**config.mk**
```make
export PLATFORM = sky130hd
export DESIGN_NAME = pc_ctrl
export DESIGN_NICKNAME = d
export VERILOG_FILES = /design/src/rtl/pc_ctrl.sv
export SDC_FILE = /design/constraint.sdc
export NUM_CORES = 1
export LEC_CHECK = 0
export ABC_AREA = 1
export CAP_MARGIN = 20
export CORE_MARGIN = 1.5
export CORE_UTILIZATION = 32
export DETAILED_ROUTE_END_ITERATION = 16
export GPL_ROUTABILITY_DRIVEN = 0
export PLACE_DENSITY = 0.81
export SYNTH_ARGS = -nofsm -noshare
export SYNTH_HDL_FRONTEND = slang
export SYNTH_SLANG_ARGS = --single-unit
```
**constraint.sdc**
```tcl
create_clock -name vclk -period 2.3
set_clock_uncertainty 0.05 [all_clocks]
set_input_delay 0.69 -clock vclk [all_inputs]
set_output_delay 0.69 -clock vclk [all_outputs]
set_load 0.01 [all_outputs]
```
**src/rtl/pc_ctrl.sv**
```systemverilog
// ---------------------------------------------------------------------------
// pc_ctrl -- next-PC selection and pipeline hazard control
//
// Chooses the next PC and drives the pipeline write/flush controls. The
// priority from highest to lowest is: reset, exception, stall, jr, jump,
// taken branch, then sequential PC+4.
//
// A stall comes from one of two sources:
//   * load-use: the EX stage holds a load whose destination register
//     (not $0) is read by the instruction in ID;
//   * multiply/divide busy: the ID instruction needs the MD unit while it is
//     still counting (only when the MD feature is built in).
//
// Optional feature: define PC_CTRL_MD_STALL_EN to include the multiply/divide
// busy counter and its stall. Without it, md_busy is tied 0 and md_start,
// md_is_div and id_md_use are ignored.
//
// Ports
//   clk, rst                   clock, synchronous active-high reset
//   PC                         current PC
//   br_taken/jump/jr           ID redirect requests, with *_target addresses
//   id_rs, id_rt               ID source registers
//   id_md_use                  ID instruction uses the MD unit
//   ex_memread, ex_rt          EX-stage load and its destination register
//   md_start, md_is_div        start multiply (0) or divide (1) from EX
//   exc                        exception raised this cycle
//   NPC                        next PC
//   PC_write, IFID_write       enables for the PC and IF/ID registers
//   IFID_flush, IDEX_flush     bubble insertion into IF/ID and ID/EX
//   md_busy                    registered MD unit busy flag
// ---------------------------------------------------------------------------
module pc_ctrl #(
    parameter logic [31:0] RESET_PC    = 32'h0000_0c00,
    parameter logic [31:0] EXC_VECTOR  = 32'h0000_4180,
    parameter int          MULT_CYCLES = 5,
    parameter int          DIV_CYCLES  = 10
) (
    input  logic        clk,
    input  logic        rst,
    input  logic [31:0] PC,
    input  logic        br_taken,
    input  logic        jump,
    input  logic        jr,
    input  logic [31:0] br_target,
    input  logic [31:0] jump_target,
    input  logic [31:0] jr_target,
    input  logic [4:0]  id_rs,
    input  logic [4:0]  id_rt,
    input  logic        id_md_use,
    input  logic        ex_memread,
    input  logic [4:0]  ex_rt,
    input  logic        md_start,
    input  logic        md_is_div,
    input  logic        exc,
    output logic [31:0] NPC,
    output logic        PC_write,
    output logic        IFID_write,
    output logic        IFID_flush,
    output logic        IDEX_flush,
    output logic        md_busy
);

    logic [31:0] pc_plus4;
    logic        load_use;
    logic        md_stall;
    logic        stall;

    assign pc_plus4 = PC + 32'd4;

    // A load into $0 never produces a real value, so it never stalls.
    assign load_use = ex_memread && (ex_rt != 5'd0)
                      && ((ex_rt == id_rs) || (ex_rt == id_rt));

`ifdef PC_CTRL_MD_STALL_EN
    localparam int MD_MAX = (DIV_CYCLES > MULT_CYCLES) ? DIV_CYCLES : MULT_CYCLES;
    localparam int MD_CW  = (MD_MAX < 1) ? 1 : $clog2(MD_MAX + 1);

    logic [MD_CW-1:0] md_cnt_reg;
    logic [MD_CW-1:0] md_cnt_next;
    logic             md_busy_reg;

    // A start is only accepted while idle; a start during a running count
    // is dropped. Exceptions do not touch the count.
    always_comb begin
        md_cnt_next = md_cnt_reg;
        if (md_cnt_reg != '0) begin
            md_cnt_next = md_cnt_reg - MD_CW'(1);
        end else if (md_start) begin
            md_cnt_next = md_is_div ? MD_CW'(DIV_CYCLES) : MD_CW'(MULT_CYCLES);
        end
    end

    // Busy is registered from the next count so it is high for exactly the
    // N cycles after the accepting edge.
    always_ff @(posedge clk) begin
        if (rst) begin
            md_cnt_reg  <= '0;
            md_busy_reg <= 1'b0;
        end else begin
            md_cnt_reg  <= md_cnt_next;
            md_busy_reg <= (md_cnt_next != '0);
        end
    end

    assign md_busy  = md_busy_reg;
    assign md_stall = md_busy_reg && id_md_use;
`else
    logic unused_md_inputs;
    localparam int UNUSED_MD_CYCLES = MULT_CYCLES + DIV_CYCLES;

    assign unused_md_inputs = ^{md_start, md_is_div, id_md_use, clk,
                                UNUSED_MD_CYCLES[0]};
    assign md_busy  = 1'b0;
    assign md_stall = 1'b0;
`endif

    assign stall = load_use || md_stall;

    // A redirect raised during a stall is simply not acted on; the ID
    // instruction is held, so the request is presented again next cycle.
    always_comb begin
        NPC        = pc_plus4;
        PC_write   = 1'b1;
        IFID_write = 1'b1;
        IFID_flush = 1'b0;
        IDEX_flush = 1'b0;
        if (rst) begin
            NPC        = RESET_PC;
            IFID_flush = 1'b1;
            IDEX_flush = 1'b1;
        end else if (exc) begin
            NPC        = EXC_VECTOR;
            IFID_flush = 1'b1;
            IDEX_flush = 1'b1;
        end else if (stall) begin
            NPC        = PC;
            PC_write   = 1'b0;
            IFID_write = 1'b0;
            IDEX_flush = 1'b1;
        end else if (jr) begin
            NPC        = jr_target;
            IFID_flush = 1'b1;
        end else if (jump) begin
            NPC        = jump_target;
            IFID_flush = 1'b1;
        end else if (br_taken) begin
            NPC        = br_target;
            IFID_flush = 1'b1;
        end
    end

endmodule

```
Word-level counts from Yosys, hierarchy flattened
Index checks and enable logic that the tools add are counted.
{"block": "totals", "register_bits": 0, "output_inout_bits": 37, "elab_cells": 25}
{"block": "op_classes", "n_eq_ne": 2, "addsub": 1, "reduce_logical": 4, "n_mux": 18}
{"cell": "$mux W32", "n": 6}
{"cell": "$add A32 B3 Y32 const B", "n": 1}
{"cell": "$mux W1", "n": 12}
{"cell": "$eq A5 B5 Y1", "n": 2}
{"cell": "$reduce_bool A5 Y1", "n": 1}
{"cell": "$logic_and A1 B1 Y1", "n": 2}
{"cell": "$logic_or A1 B1 Y1", "n": 1}

Depth between registers and ports, before layout
Gate-level depths: netlist of the first run.
{"block": "depth", "ltp_word": 7, "depth_mapped": 12}

Least setup slack after synthesis of the first run
No wires, ideal clock.
{"block": "synth_path", "path_kind": "input-to-output", "startpoint": "input port PC[2]", "endpoint": "output port NPC[18]", "path_stages": 9, "arrival_ps": 1718, "path_slack_ps": -158, "n_path_buf": 0, "t_required_ps": 1560, "cell_sequence": "ha_1 > nand2_2 > nor2_2 > nand2_2 > nor2_4 > nand3b_1 > nand3_1 > nand2_1 > o21ai_1"}
{"block": "synth_between", "elab_chain_cells": 7}
{"item": "from (decl)", "line": "40", "source": "input logic [31:0] PC,"}
{"item": "$add A32 B3 Y32", "line": "68", "source": "assign pc_plus4 = PC + 32'd4;"}
{"item": "$mux W32", "line": "146", "source": "end else if (br_taken) begin"}
{"item": "$mux W32", "line": "143", "source": "end else if (jump) begin"}
{"item": "$mux W32", "line": "140", "source": "end else if (jr) begin"}
{"item": "$mux W32", "line": "135", "source": "end else if (stall) begin"}
{"item": "$mux W32", "line": "131", "source": "end else if (exc) begin"}
{"item": "$mux W32", "line": "127", "source": "if (rst) begin"}
{"item": "to (decl)", "line": "55", "source": "output logic [31:0] NPC,"}
No other way between the ends.

Worst setup path after layout of the first run
{"block": "layout_path", "startpoint": "input port PC[2]", "endpoint": "output port NPC[30]"}
Same word-level chain as after synthesis.

==> results by group, run 1 <==
Power and ir drop
  • P_int: 525 µW
  • Psw: 529 µW
  • Worst VDD drop: 0.106 mV
  • Pleak: 2.72 nW
  • Sw Ratio: 50.2%
  • Clock share of power: 0%
  • PwrDens: 176 mW/mm²
  • Logic pwr share: 100.0%
  • Sequential Power Share: 0%

Run
  • Max-cap violations: 0

Cells and area
  • Final core occ: 82.1%
  • Seq cells: 0
  • Number of clock buffers in the layout: 0
  • Diode count: 0
  • Register area: 0 µm²
  • Layout cells sized above 1: 48.9%
  • Fin nets: 955
  • Synth-to-Final Area Change: 147%

Synth
  • Mapped Avg Cell Area: 4.60 µm²
  • Sequential-to-total area share from yosys stat: 0%
  • Mapped Area: 0.00242 mm²
  • Yosys cell types: 37
  • Syn Inst Count: 527
  • Synth Warn #: 0
  • Syn Nets: 681

Min path
  • Hold Path End: NPC[29]
  • Hold_sp: PC[29]
  • Hold Path Stages: 4
  • HP Class: input port to output pin

Placed design
  • Post-detail-place hpwl: 10.8 mm
  • Input/output buffers: 185
  • Pre-CTS setup slack: -1.34 ns

Die
  • Total core area: 0.00729 mm²
  • Initial Util: 33.2%
  • I/O pin total: 190
  • Die area: 0.00810 mm²
  • Die Width: 90.0 µm
  • Die Span Y: 90.0 µm
  • Core Rows: 31

Timing
  • Final setup violation count: 36
  • Final Slew Violations: 0
  • Maximum clock frequency: 344 MHz
  • Final worst setup slack: -0.608 ns
  • Final Cycle Share: 126%
  • RSZ-0062 raised after global routing: yes
  • Hold Fails Final Rpt: 0
  • Tmin final: 2.91 ns

Drt
  • Routed length per instance: 19.8 µm
  • Final wirelength: 17.8 mm
  • Routed vias: 5312
  • DRC violations left: 0
  • Post-DR vias/cell: 5.92
  • DR pass1 iterations: 10
  • Initial DRC Count: 702
  • Post-DRT Antenna Nets: 0

Run status
  • Status: finished, violations left
  • Failing checks: setup timing

Global route
  • Gr ovfl total: 0
  • First-pass GRT wire length: 23.4 mm
  • Total track usage: 34.8%
  • Number of global-route vias before repair: 4977
  • Pin count of the biggest net entering global routing: 22
  • Initial antenna violation count: 0

Worst setup path
  • Critical Path AT: 2.17 ns
  • CP Max Fanout: 5
  • Required @ worst endpoint: 1.56 ns
  • Nature of the critical path startpoint: input port
  • Crit end category: output pin
  • Setup CP Type: input port to output pin
## synthesized netlist by cell type, types with 2 or more instances
master / instances / area [µm²]
nor2_1: 83 / 312
buf_2: 10 / 50.1
buf_6: 2 / 22.5
nor2_4: 2 / 22.5
a21oi_1: 14 / 70.1
xor2_1: 2 / 17.5
nand2_4: 3 / 33.8
inv_2: 7 / 26.3
nor2_2: 6 / 37.5
clkbuf_1: 6 / 22.5
nor3_1: 2 / 10.0
buf_4: 3 / 22.5
o22ai_1: 24 / 150
o2111ai_1: 2 / 17.5
nand3b_1: 3 / 22.5
o21ai_1: 13 / 65.1
nand3_2: 3 / 30.0
nand2_2: 5 / 31.3
nand3_1: 77 / 385
nand2_1: 180 / 676
inv_1: 48 / 180
nand4_1: 9 / 56.3
a31oi_1: 2 / 12.5
o21ai_0: 7 / 35.0
xnor2_1: 2 / 17.5
## critical path, stage by stage
cell	delay (ns)
buf_8	0.08
ha_4	0.16
nand2_4	0.06
nor2_4	0.13
nand2_2	0.10
nor2_4	0.20
buf_6	0.16
nand2_4	0.06
nand2_4	0.07
nand3_2	0.08
nand2_1	0.10
nand2_1	0.08
nand2_2	0.09
buf_6	0.11
## repair_timing
| item | 4_1_cts | 5_1_grt |
|---|---|---|
| cloned | 1 | 1 |
| pin swaps | 69 | 53 |
| resized for setup | 450 | 128 |
| hold buffers | 0 | 0 |
| setup endpoints to repair | 36 | 36 |
| setup buffers | 23 | 4 |
## final cells by class
type / count / area, µm²
fill: 457 / 1310
inverter: 57 / 290
multi-input combinational: 448 / 2860
tap: 99 / 124
timing repair buffer: 292 / 2680
timing repair inverter: 2 / 27.5
## power groups by stage
stage                     sequential [mW]  combinational, mW  clock [mW]
after CTS                               0              0.920           0
final                                   0               1.05           0
after floorplan                         0              0.314           0
after global placement                  0              0.843           0
after detailed placement                0              0.854           0
after global routing                    0               1.10           0
## cells in the final DEF (no fill, tap or decap), types with 13 or more instances in the layout
master and count:
o21ai_2 13, inv_1 41, buf_2 33, o22ai_1 20, nand3_2 29, clkdlybuf4s50_1 99, nor2_2 26, nand3_1 50
nand2_1 119, nand2_2 56, buf_4 82, nor2_1 33, buf_6 45, nor2_4 32
## how the worst max path moves through the flow
stage	end	startpoint	cells past startpoint	slack, ns
final	NPC[30]	PC[2]	14	-0.61
after global routing	NPC[14]	PC[2]	13	-0.59
after CTS	NPC[23]	ex_rt[0]	13	-0.42
after detailed placement	NPC[30]	ex_rt[3]	13	-1.34
after global placement	NPC[16]	PC[2]	10	-1.29
after floorplan	NPC[18]	PC[2]	9	-0.06
## kinds of logic after synthesis
| family | after synthesis | synth area share (%) |
|---|---|---|
| AO/OA/AOI/OAI | 67 | 16.1 |
| adder cells (fa/ha/maj) | 1 | 0.516 |
| AND/OR/NAND/NOR | 375 | 67.3 |
| other | 1 | 0.155 |
| XOR/XNOR | 4 | 1.45 |
| buffers and inverters | 79 | 14.5 |
## routing by layer
| metal | part of all wire, % | track usage (%) | up-vias |
|---|---|---|---|
| li1 | - | - | 2268 |
| met1 | 32 | 41.2 | 2317 |
| met2 | 46 | 62.2 | 529 |
| met3 | 13 | 4.40 | 198 |
| met4 | 8.9 | 15.6 | 0 |
| met5 | 0 | 0 | - |
## metrics by stage
step           hold slack [ns]  std cells  power (mW)  setup TNS [ns]  area (µm²)
6_report                  1.73        898        1.05          -14.92        5990
5_1_grt                   1.72        898        1.10          -16.81        5990
4_1_cts                   1.74        894       0.920          -12.34        5610
3_5_place_dp              2.42        870       0.854          -45.52        5150
3_3_place_gp              2.41        870       0.843          -43.14        5150
2_1_floorplan             1.44        527       0.314          -0.479        2650
Note: power is estimated with default switching activity, not from simulation.
==> run 2: changes to the inputs <==
--- a/config.mk
+++ b/config.mk
@@ -7,10 +7,12 @@
 export LEC_CHECK = 0
 export ABC_AREA = 1
 export CAP_MARGIN = 20
+export CORE_ASPECT_RATIO = 1.2
 export CORE_MARGIN = 1.5
 export CORE_UTILIZATION = 32
 export DETAILED_ROUTE_END_ITERATION = 16
 export GPL_ROUTABILITY_DRIVEN = 0
+export MAX_ROUTING_LAYER = met4
 export PLACE_DENSITY = 0.81
 export SYNTH_ARGS = -nofsm -noshare
 export SYNTH_HDL_FRONTEND = slang
==> results by group, run 2 <==
Synth
  • Mux share of post-synthesis cell area: 0%
  • Syn Nets: 681
  • Cell with the most instances after synthesis: nand2_1
  • Yosys top cell area share: 27.9%
  • XOR/XNOR Fraction of Synth Area: 1.45%
  • Largest family of logic cells by synthesized area: simple AND/OR/NAND/NOR gates
  • Compound-Gate Fraction of Synth Area: 16.1%
  • Yosys cell types: 37
  • Area contributors post-synth: nand2_1 28%, nand3_1 16%, nor2_1 13%
  • Synth Warn #: 0
  • Area leader, netlist: nand2_1
  • Syn Inst Count: 527
  • Sequential-to-total area share from yosys stat: 0%
  • Mapped Area: 0.00242 mm²
  • Post-Synth Adder-Cell Area: 0.517%
  • Synth cell count leaders: 180 x nand2_1, 83 x nor2_1, 77 x nand3_1, 48 x inv_1, 24 x o22ai_1
  • Mapped Avg Cell Area: 4.60 µm²
  • Post-Synth Simple-Gate Area: 67.3%

Placed design
  • Post-detail-place hpwl: 11.4 mm
  • Pre-CTS setup slack: -1.40 ns
  • Placed Instance Area: 0.00521 mm²
  • Input/output buffers: 185

Die
  • Initial Util: 33.3%
  • Core Rows: 34
  • Die Width: 82.4 µm
  • I/O pin total: 190
  • Die Span Y: 98.3 µm

Run status
  • Status: did not finish
  • Failing step: global routing (5_1_grt)
  • Error message: [ERROR GRT-0232] Routing congestion too high. Check the congestion heatmap in the GUI.

Global route
  • Pin count of the biggest net entering global routing: 19
  • Gr ovfl total: 19
  • Total track usage: 76.5%

Timing
  • Worst End Pin Type: top-level output
  • GR repair worst EP: NPC[23]
-- run 2: cell counts after synthesis --
No cell type changed its count.
-- run 2: through the flow --
step	cells	hold WS (ns)	util (%)	setup TNS [ns]
floorplan	527	1.44	-	-0.479
global placement	867	2.39	71.6	-43.94
detailed placement	867	2.39	71.6	-46.87
CTS	909	1.70	81.3	-14.10
-- run 2: routing by layer --
| layer | global-route usage (%) | GRT overflow |
|---|---|---|
| met5 | - | - |
| met4 | 69.4 | 9 |
| met3 | 68.6 | 0 |
| met2 | 86.2 | 10 |
| met1 | 75.5 | 0 |
-- run 2: cell families after synthesis --
group           count (synthesis)
buf+inv                        79
fa+ha+maj                       1
other cells                     1
compound gates                 67
simple gates                  375
xor+xnor                        4
-- run 2: repair_timing --
item,4_1_cts
cloned,3
pin swaps,72
buffers inserted,39
endpoints found under the setup margin,36
resized for setup,487
hold buffers,0
==> run 3: changes to the inputs <==
--- a/config.mk
+++ b/config.mk
@@ -7,13 +7,11 @@
 export LEC_CHECK = 0
 export ABC_AREA = 1
 export CAP_MARGIN = 20
-export CORE_ASPECT_RATIO = 1.2
 export CORE_MARGIN = 1.5
-export CORE_UTILIZATION = 32
+export CORE_UTILIZATION = 30
 export DETAILED_ROUTE_END_ITERATION = 16
 export GPL_ROUTABILITY_DRIVEN = 0
-export MAX_ROUTING_LAYER = met4
-export PLACE_DENSITY = 0.81
+export PLACE_DENSITY_LB_ADDON = 0.15
 export SYNTH_ARGS = -nofsm -noshare
 export SYNTH_HDL_FRONTEND = slang
 export SYNTH_SLANG_ARGS = --single-unit
==> constraint.sdc (replaced) <==
create_clock -name vclk -period 3
set_clock_uncertainty 0.05 [all_clocks]
set_input_delay 0.9 -clock vclk [all_inputs]
set_output_delay 0.9 -clock vclk [all_outputs]
set_load 0.01 [all_outputs]
==> results by group, run 3 (same netlist as run 1, synthesis figures left out) <==
Min path
  • Hold Path End: NPC[21]
  • Hold Path Stages: 4
  • HP Class: input port to output pin
  • Hold_sp: PC[21]

Timing
  • RSZ-0062 raised after global routing: yes
  • Final setup violation count: 28
  • Final Slew Violations: 0
  • Final worst setup slack: -0.163 ns
  • Final Cycle Share: 105%
  • Maximum clock frequency: 316 MHz
  • Tmin final: 3.16 ns
  • Hold Fails Final Rpt: 0

Power and ir drop
  • Pleak: 2.64 nW
  • PwrDens: 126 mW/mm²
  • Worst VDD drop: 0.0843 mV
  • Clock share of power: 0%
  • Power Total: 718 µW
  • Sequential Power Share: 0%
  • Psw: 347 µW
  • Logic pwr share: 100.0%
  • Sw Ratio: 48.3%
  • P_int: 371 µW

Die
  • Initial Util: 31.2%
  • Total core area: 0.00777 mm²
  • Core Rows: 32
  • Die Span Y: 92.9 µm
  • I/O pin total: 190
  • Die Width: 92.9 µm
  • Die area: 0.00862 mm²

Cells and area
  • Commonest non-fill, non-tap cell in the layout: nand2_1
  • Number of clock buffers in the layout: 0
  • Final core occ: 73.1%
  • Seq cells: 0
  • Synth-to-Final Area Change: 134%
  • Commonest non-fill, non-tap cells in the layout: 141 x nand2_1, 100 x clkdlybuf4s50_1, 82 x buf_4
  • Diode count: 0
  • Register area: 0 µm²
  • Fin nets: 955
  • Layout cells sized above 1: 42.6%

Placed design
  • Post-detail-place hpwl: 10.9 mm
  • Input/output buffers: 185

Global route
  • Gr ovfl total: 0
  • Pin count of the biggest net entering global routing: 25
  • Total track usage: 31.2%
  • Number of global-route vias before repair: 4620
  • Initial antenna violation count: 1
  • First-pass GRT wire length: 21.7 mm

Drt
  • DRC violations left: 0
  • Final wirelength: 14.8 mm
  • Routed vias: 4857
  • Post-DRT Antenna Nets: 0
  • Post-DR vias/cell: 5.39
  • DR pass1 iterations: 5
  • Initial DRC Count: 415
  • Routed length per instance: 16.4 µm

Worst setup path
  • Crit end category: output pin
  • Required @ worst endpoint: 2.05 ns
  • Setup CP Type: input port to output pin
  • CP Max Fanout: 5
  • Nature of the critical path startpoint: input port
  • Critical Path AT: 2.21 ns

Run status
  • Failing checks: setup timing
  • Status: finished, violations left

Clock network
  • Hold buffer count at CTS: 0

Run
  • Max-cap violations: 0
-- run 3: cell type report --
class,count,area (µm²)
Multi-Input combinational cell,449,2700
Timing Repair Buffer,292,2590
Tap cell,102,128
Fill cell,628,2090
Timing Repair inverter,1,11.3
Inverter,57,241
-- run 3: timing repair --
action,CTS,global route
endpoints found under the hold margin,0,0
setup buffers,13,9
pin swaps,64,35
resized for setup,441,113
cloned,2,0
endpoints found under the setup margin,36,36
-- run 3: routing by layer --
layer / track usage (%) / vias up / share of wire, %
li1: - / 2279 / -
met1: 36.4 / 2218 / 38
met2: 57.2 / 310 / 48
met3: 5.09 / 50 / 10
met4: 9.60 / 0 / 3.3
met5: 0 / - / 0
-- run 3: how the worst max path moves through the flow --
stage | startpoint | cells after the start | slack, ns | endpoint
4_1_cts | PC[3] | 13 | -0.15 | NPC[14]
3_5_place_dp | PC[2] | 11 | -1.11 | NPC[18]
6_report | PC[13] | 13 | -0.16 | NPC[30]
5_1_grt | PC[3] | 11 | -0.28 | NPC[11]
3_3_place_gp | PC[2] | 11 | -1.05 | NPC[18]
2_1_floorplan | PC[2] | 9 | 0.12 | NPC[18]
-- run 3: power groups by stage --
| stage | combinational (mW) | sequential [mW] | clock, mW |
|---|---|---|---|
| after detailed placement | 0.623 | 0 | 0 |
| final | 0.718 | 0 | 0 |
| after global routing | 0.763 | 0 | 0 |
| after CTS | 0.655 | 0 | 0 |
| after global placement | 0.614 | 0 | 0 |
| after floorplan | 0.216 | 0 | 0 |
-- run 3: worst max-delay path, stage by stage --
cell and delay (ns):
clkbuf_4 0.16, nand2_2 0.11, nor2_2 0.13, inv_1 0.09, nor2_4 0.18, buf_6 0.12, buf_6 0.08, nand3_2 0.07
nand3_2 0.07, nand2_1 0.05, nand2_1 0.06, nand2_1 0.05, buf_2 0.14
-- run 3: through the flow --
step / instances / TNS [ns] / setup slack, ns / instance area, µm² / hold slack (ns)
CTS: 893 / -2.34 / -0.146 / 5290 / 2.14
floorplan: 527 / 0 / 0.122 / 2420 / 1.89
detailed placement: 878 / -34.42 / -1.11 / 4970 / 2.79
finish: 901 / -2.35 / -0.163 / 5680 / 2.14
global placement: 878 / -32.78 / -1.05 / 4970 / 2.79
global route: 901 / -5.21 / -0.276 / 5680 / 2.17
==> run 4: changes to the inputs <==
==> constraint.sdc (replaced) <==
create_clock -name vclk -period 3.42
set_clock_uncertainty 0.05 [all_clocks]
set_input_delay 1.026 -clock vclk [all_inputs]
set_output_delay 1.026 -clock vclk [all_outputs]
set_load 0.01 [all_outputs]
==> results by group, run 4 (same netlist as run 1, synthesis figures left out) <==
Cells and area
  • Final core occ: 72.3%
  • Filler Cell Count: 650
  • Register area: 0 µm²
  • Number of clock buffers in the layout: 0
  • Footprint of the multi-input gates: 0.00263 mm²
  • Commonest non-fill, non-tap cell in the layout: nand2_1
  • Diode count: 0
  • Seq cells: 0
  • Synth-to-Final Area Change: 132%
  • Final Cell Area: 0.00562 mm²
  • Fin nets: 962
  • Commonest non-fill, non-tap cells in the layout: 148 x nand2_1, 100 x clkdlybuf4s50_1, 89 x buf_4
  • Fin cells: 908
  • Layout cells sized above 1: 41.4%

Power and ir drop
  • Worst VDD drop: 0.0675 mV
  • PwrDens: 111 mW/mm²
  • Power Total: 624 µW
  • Pleak: 2.63 nW

Worst setup path
  • CP Max Fanout: 5
  • Crit path largest cell delay: 0.18 ns
  • Setup CP Type: input port to output pin
  • Crit path cell chain: buf_12 -> inv_4 -> nand4_1 -> o21ai_2 -> inv_2 -> a21boi_2 -> buf_6 -> buf_8 -> buf_6 -> nand3_2 -> nand2_2 -> buf_6
  • CP dominant cell by count: buf_6
  • Crit end category: output pin
  • Critical Path AT: 2.32 ns
  • Required @ worst endpoint: 2.34 ns
  • Nature of the critical path startpoint: input port
  • Critical path's slowest cell: o21ai_2

Drt
  • Final wirelength: 14.5 mm
  • Routed length per instance: 15.9 µm
  • DR pass1 iterations: 5
  • DRC violations left: 0
  • Routed vias: 4736
  • Post-DRT Antenna Nets: 0
  • Initial DRC Count: 338
  • Post-DR vias/cell: 5.22

Die
  • Core Rows: 32
  • Die area: 0.00862 mm²
  • Die Span Y: 92.9 µm
  • Total core area: 0.00777 mm²
  • Die Width: 92.9 µm
  • Initial Util: 31.2%
  • I/O pin total: 190

Timing
  • RSZ-0062 raised after global routing: yes
  • Maximum clock frequency: 294 MHz
  • Hold Fails Final Rpt: 0
  • Final worst setup slack: 0.0225 ns
  • Setup_tns: 0 ns
  • Final setup violation count: 0
  • Final Slew Violations: 0
  • Tmin final: 3.40 ns
  • Worst hold slack: 2.38 ns
  • Final Cycle Share: 99.3%

Global route
  • Number of global-route vias before repair: 4577
  • Pin count of the biggest net entering global routing: 24
  • First-pass GRT wire length: 21.6 mm
  • Gr ovfl total: 0
  • Initial antenna violation count: 0
  • Total track usage: 31.0%

Placed design
  • Dpl cells: 878
  • Input/output buffers: 185
  • Placed Instance Area: 0.00495 mm²
  • Post-detail-place hpwl: 10.7 mm
  • Pre-CTS setup slack: -0.934 ns

Run status
  • Status: finished, final reports clean

Clock network
  • Hold buffer count at CTS: 0

Run
  • Max-cap violations: 0

Min path
  • HP Class: input port to output pin
  • Hold Path Stages: 4
[run 4: changes by cell type in the layout (fill, tap and decap cells not counted), sizes merged]
cell / change
inv: -1
clkinvlp: +1
clkdlybuf4s15: +1
clkinv: -1
buf: -7
clkbuf: +8
dlygate4sd2: +6
[run 4: path summary, 6_finish.rpt]
| kind | startpoint | endpoint | slack (ns) |
|---|---|---|---|
| worst max-delay path | ex_rt[0] | NPC[17] | 0.02 |
| worst min-delay path | PC[24] | NPC[24] | 2.38 |
[run 4: final cells by class]
| cell class | count | share of cell area, % |
|---|---|---|
| Timing Repair Buffer | 300 | 46.8 |
| Inverter | 57 | 4.23 |
| Tap cell | 102 | 2.27 |
| Multi-Input combinational cell | 449 | 46.7 |
[run 4: critical path, delay by kind of cell]
kind	cells	cell delay [ns]
and+or+nand+nor	3	0.26
buffers and inverters	7	0.70
AOI/OAI and AO/OA	2	0.33
[run 4: routing by layer]
metal	routed length, µm	GRT usage [%]
met1	5480	37.8
met2	7120	55.8
met3	1460	4.76
met4	417	8.84
met5	0	0
[run 4: power breakdown]
group          switching [mW]  internal [mW]  total (mW)
Clock                       0              0           0
Combinational           0.298          0.327       0.624
Sequential                  0              0           0
Total                   0.298          0.327       0.624
[run 4: timing repair]
item | in CTS | in global routing
buffers inserted | 20 | 8
cloned | 2 | 0
gates resized for setup | 349 | 145
pin swaps | 49 | 49
setup endpoints to repair | 36 | 36
